[src/rtl/pc_ctrl_pkg.sv]
// rtl/pc_ctrl_pkg.sv - shared CPU definitions: next-PC encodings, fetch address map
package pc_ctrl_pkg;

    typedef enum logic [2:0] {
        NPC_SEQ    = 3'd0,
        NPC_BRANCH = 3'd1,
        NPC_JUMP   = 3'd2,
        NPC_JREG   = 3'd3
    } npc_op_e;

    localparam logic [31:0] PC_RESET  = 32'h0000_3000;
    localparam logic [31:0] EXC_ENTRY = 32'h0000_4180;
    localparam logic [31:0] IM_BASE   = 32'h0000_3000;
    localparam logic [31:0] IM_LAST   = 32'h0000_6FFC;

    // Fetch address error: misaligned word or outside the instruction memory window
    function automatic logic adel_check(input logic [31:0] pc);
        return (pc[1:0] != 2'b00) || (pc < IM_BASE) || (pc > IM_LAST);
    endfunction

endpackage

[src/rtl/pc_ctrl_npc_calc.sv]
// rtl/pc_ctrl_npc_calc.sv - combinational next-PC target arithmetic
module npc_calc
    import pc_ctrl_pkg::*;
(
    input  npc_op_e     npc_op_i,
    input  logic        taken_i,
    input  logic [31:0] pc_f_i,
    input  logic [31:0] pc_d_i,
    input  logic [15:0] imm16_i,
    input  logic [25:0] instr_index_i,
    input  logic [31:0] rs_data_i,
    output logic [31:0] npc_o
);

    logic [31:0] seq_pc;
    logic [31:0] br_off;

    assign seq_pc = pc_f_i + 32'd4;
    assign br_off = {{14{imm16_i[15]}}, imm16_i, 2'b00};

    // Select the target; reserved encodings fall through to sequential fetch
    always_comb begin
        npc_o = seq_pc;
        case (npc_op_i)
            NPC_BRANCH: npc_o = taken_i ? (pc_d_i + 32'd4 + br_off) : seq_pc;
            NPC_JUMP:   npc_o = {pc_d_i[31:28], instr_index_i, 2'b00};
            NPC_JREG:   npc_o = rs_data_i;
            default:    npc_o = seq_pc;
        endcase
    end

endmodule

[src/rtl/pc_ctrl.sv]
// rtl/pc_ctrl.sv - fetch PC register with redirect priority (optional PC_ADEL_CHECK_EN)
module pc_ctrl
    import pc_ctrl_pkg::*;
(
    input  logic        clk,
    input  logic        reset,
    input  logic        stall,
    input  logic [2:0]  npc_op,
    input  logic [31:0] cmp_o,
    input  logic [31:0] pc_d,
    input  logic [15:0] imm16,
    input  logic [25:0] instr_index,
    input  logic [31:0] rs_data,
    input  logic        req,
    input  logic        eret,
    input  logic [31:0] epc,
    output logic [31:0] pc_f,
    output logic        adel_f
);

    logic [31:0] pc_f_q;
    logic [31:0] pc_f_d;
    logic [31:0] npc;
    logic        load;
    logic        unused_cmp;

    // Only the taken bit of the comparator result matters here
    assign unused_cmp = ^cmp_o[31:1];

    npc_calc u_npc_calc (
        .npc_op_i      (npc_op_e'(npc_op)),
        .taken_i       (cmp_o[0]),
        .pc_f_i        (pc_f_q),
        .pc_d_i        (pc_d),
        .imm16_i       (imm16),
        .instr_index_i (instr_index),
        .rs_data_i     (rs_data),
        .npc_o         (npc)
    );

    // Redirect priority: exception entry, then eret, then stall hold, then decode target
    always_comb begin
        load   = 1'b1;
        pc_f_d = npc;
        if (req) begin
            pc_f_d = EXC_ENTRY;
        end else if (eret) begin
            pc_f_d = epc;
        end else if (stall) begin
            load   = 1'b0;
            pc_f_d = pc_f_q;
        end
    end

    // Fetch PC register; reset discards any redirect in flight
    always_ff @(posedge clk or posedge reset) begin
        if (reset) begin
            pc_f_q <= PC_RESET;
        end else begin
            pc_f_q <= pc_f_d;
        end
    end

    assign pc_f = pc_f_q;

`ifdef PC_ADEL_CHECK_EN
    logic adel_q;
    logic adel_d;

    assign adel_d = load ? adel_check(pc_f_d) : adel_q;

    // Address-error flag tracks the PC it describes, held together with it on stall
    always_ff @(posedge clk or posedge reset) begin
        if (reset) begin
            adel_q <= 1'b0;
        end else begin
            adel_q <= adel_d;
        end
    end

    assign adel_f = adel_q;
`else
    logic unused_load;
    assign unused_load = load;
    assign adel_f      = 1'b0;
`endif

endmodule

[config.mk]
export PLATFORM = sky130hd
export DESIGN_NAME = pc_ctrl
export DESIGN_NICKNAME = d
export VERILOG_FILES = /design/src/rtl/pc_ctrl_pkg.sv /design/src/rtl/pc_ctrl_npc_calc.sv /design/src/rtl/pc_ctrl.sv
export SDC_FILE = /design/constraint.sdc
export NUM_CORES = 1
export LEC_CHECK = 0
export ABC_AREA = 1
export BUFFER_PORTS_ARGS = -buffer_cell sky130_fd_sc_hd__buf_4
export CAP_MARGIN = 40
export CORE_UTILIZATION = 45
export CTS_BUF_LIST = sky130_fd_sc_hd__clkbuf_2 sky130_fd_sc_hd__clkbuf_4 sky130_fd_sc_hd__clkbuf_8
export DETAILED_ROUTE_END_ITERATION = 12
export PLACE_DENSITY_LB_ADDON = 0.1
export SLEW_MARGIN = 20
export SYNTH_ARGS = -nofsm -noshare
export SYNTH_HDL_FRONTEND = slang
export SYNTH_SLANG_ARGS = --single-unit
[constraint.sdc]
create_clock -name clk -period 2 [get_ports clk]
set_input_delay 0.1 -clock clk [delete_from_list [all_inputs] [get_ports clk]]
set_output_delay 0.1 -clock clk [all_outputs]
set_load 0.02 [all_outputs]
==> out/results.txt <==
Slowest cell on crit path: ha_1
commonest non-fill, non-tap cells in the layout: nand2_1, buf_4, inv_1, nor2_1, nand3_1
pin count of the biggest net entering global routing: 33
dpl hpwl: 16,200 um
RSZ-0062 raised after global routing: true
Worst-Skew Late Latency: 0.29 ns
min Tclk post-route: 1.86 ns
crit-path most repeated cell: nand2_1
R2R cell count: 11
Slew HR: 48.2%
Yosys top cell area share: 22.5%
vias: 7,026
ANT nets after route: 0
Clock Tree Root: clkbuf_8
most common cell after layout, fill and taps aside: nand2_1
#FFs+latches synth: 32
Max Freq: 537 MHz
H-tree levels: 2
fin area: 7760 um^2
DRC: 0
Reg power frac: 25.0%
antenna cells: 0
max reg flops: 32
1st-pass router iterations: 5
Syn Area/Cell: 5.69 um^2
worst IR drop on VDD: 193 uV
number of global-route vias before repair: 6,598
Final setup viols: 0
P per Cell Area: 414 nW/um^2
pins over their slew limit: 0
Leak: 4.31 nW
cell-internal power: 1.82 mW
worst reg2reg endpoint: pc_f[31]$_DFFE_PP0P_
Die Footprint: 13,100 um^2
crit-path max cell delay: 0.36 ns
layout cells sized above 1: 25.1%
Max Root-Sink Buffers: 2
CP endpoint kind: flip-flop
synth-to-layout area growth: 36.1%
Post-synth EDFFs: 0
top_reg_cell synth: dfrtp_1
Synth area leader: nand2_1
DIE HEIGHT: 115 um
Setup Skew: 0.00501 ns
WHS Endpoint: pc_f[2]$_DFFE_PP0P_
synthesized instance count: 1,002
global-route wire length before repair: 31,200 um
cts bufs inserted: 5
worst hold stages: 3
I/O pins: 211
status: completed
combinational power share: 58.6%
async set-reset flop share out of synthesis: 100%
post-synth cell types: 46
Tightest Pin Transition: 0.777 ns
core area: 12,200 um^2
hold slack: 0.0627 ns
Sw Ratio: 43.4%
Final nets: 1,457
Req. time, crit path: 2.18 ns
fin crit share: 93.0%
CP top delay family: simple AND/OR/NAND/NOR gates
initial DRC count: 577
gr usage total: 30.0%
Worst R2R Start: pc_f[12]$_DFFE_PP1P_
syn nets: 1,239
Post-Route WL: 19,500 um
Clock Power Share: 16.4%
CP Cell Sequence: buf_4 -> ha_1 -> ha_1 -> nand2_1 -> nand3_2 -> nand2_1 -> nand2_1 -> nand2_1 -> nand2_1 -> or2_1 -> nand3_1 -> nand2_1 -> o21bai_1 -> nand2_1
critical path class: primary input to flip-flop
Cell Area, Placed: 7560 um^2
HP Class: primary input to flip-flop
TritonCTS clock tree: yes
Die W: 115 um
Rows: 40
global route overflow: 0
WL/cell: 14.0 um
Psw: 1.39 mW
IO buf count: 178
Worst-path clk slew: 0.07 ns
Final Hold Vio Count: 0
Seq/Total Area, Yosys: 14.1%
R2R Setup Slk: 0.17 ns
Initial Util: 46.9%
CP startpoint: pc_d[5]
WP buf/inv: 1
CP max FO: 5
initial antenna violation count: 0
drt via density: 5.06
gpl congestion: 0.917
area of the mapped netlist: 5700 um^2
clk sinks: 32
Synth warnings: 0
total negative slack: 0 ns
post-layout util: 63.8%
synth top area cells: nand2_1, dfrtp_1, ha_1
Max Cap Viol: 0
hold path startpoint: epc[2]
CP arrival: 2.04 ns
startpoint types: primary input
## cell usage after synthesis (5+ instances only)
library cell,count
nand3b_1,5
ha_1,58
nor2_1,109
nand3_1,75
nand4_1,8
inv_1,152
dfrtp_1,30
o211ai_1,6
o21ai_1,19
xor2_1,8
xnor2_1,9
clkbuf_1,9
nand2_1,342
a22oi_1,30
nor2_2,6
inv_2,7
a21oi_1,37
nor2_4,6
o21ai_0,22
nor3_1,8
nand2_2,7
buf_2,11
## metal layers
| metal | part of all wire, % | GRT usage, % | up-vias | wire [um] |
|---|---|---|---|---|
| li1 | - | - | 3621 | - |
| met1 | 45 | 39.2 | 3141 | 8810 |
| met2 | 46 | 52.2 | 225 | 9050 |
| met3 | 5.4 | 2.01 | 39 | 1040 |
| met4 | 3.0 | 10.6 | 0 | 575 |
| met5 | 0 | 0 | - | 0 |
## cell type report
class | instances | area [um^2]
fill | 1250 | 4400
multi-input combinational | 788 | 4300
timing repair buffer | 234 | 1760
sequential | 32 | 803
inverter | 159 | 597
tap | 168 | 210
clock buffer | 7 | 83.8
clock inverter | 1 | 5.00
## power groups by stage
stage	registers, mW	clock network (mW)	logic (mW)
global placement	0.813	0	1.79
floorplan	0.862	0	0.971
detailed placement	0.813	0	1.81
finish	0.802	0.527	1.89
CTS	0.801	0.530	1.83
global route	0.813	0.560	2.10
## metrics by stage
step	power, mW	setup WS (ns)	std cells
CTS	3.16	0.109	1388
global placement	2.60	-0.215	1379
detailed placement	2.63	-0.192	1379
finish	3.21	0.139	1389
floorplan	1.83	0.0900	1002
global route	3.47	-0.0738	1389
## cell families after synthesis
logic type,count (synthesis),synth area share (%)
AO/OA/AOI/OAI,127,13.4
XOR/XNOR,17,2.61
adder cells (fa/ha/maj),59,13.1
buffers and inverters,182,12.3
flip-flops,32,14.1
other,1,0.0657
AND/OR/NAND/NOR,584,44.5
## tightest hold or removal path, delay by kind of cell
family | cells | cell delay, ns
AOI/OAI and AO/OA | 2 | 0.14
buffers and inverters | 1 | 0.08
## worst max-delay path by stage
stage | cells after the start | to | slack (ns)
6_report | 14 | pc_f[18]$_DFFE_PP0P_ | 0.14
5_1_grt | 17 | pc_f[27]$_DFFE_PP0P_ | -0.07
4_1_cts | 17 | pc_f[23]$_DFFE_PP0P_ | 0.11
3_5_place_dp | 17 | pc_f[23]$_DFFE_PP0P_ | -0.19
3_3_place_gp | 14 | pc_f[20]$_DFFE_PP0P_ | -0.22
2_1_floorplan | 16 | pc_f[31]$_DFFE_PP0P_ | 0.09
## what timing repair did
item                                   4_1_cts  5_1_grt
setup buffers                                0        1
endpoints found under the hold margin       30        0
hold buffers                                 1        0
setup endpoints to repair                    0       15
resized for setup                            0       22
Note: power is estimated with default switching activity, not from simulation.
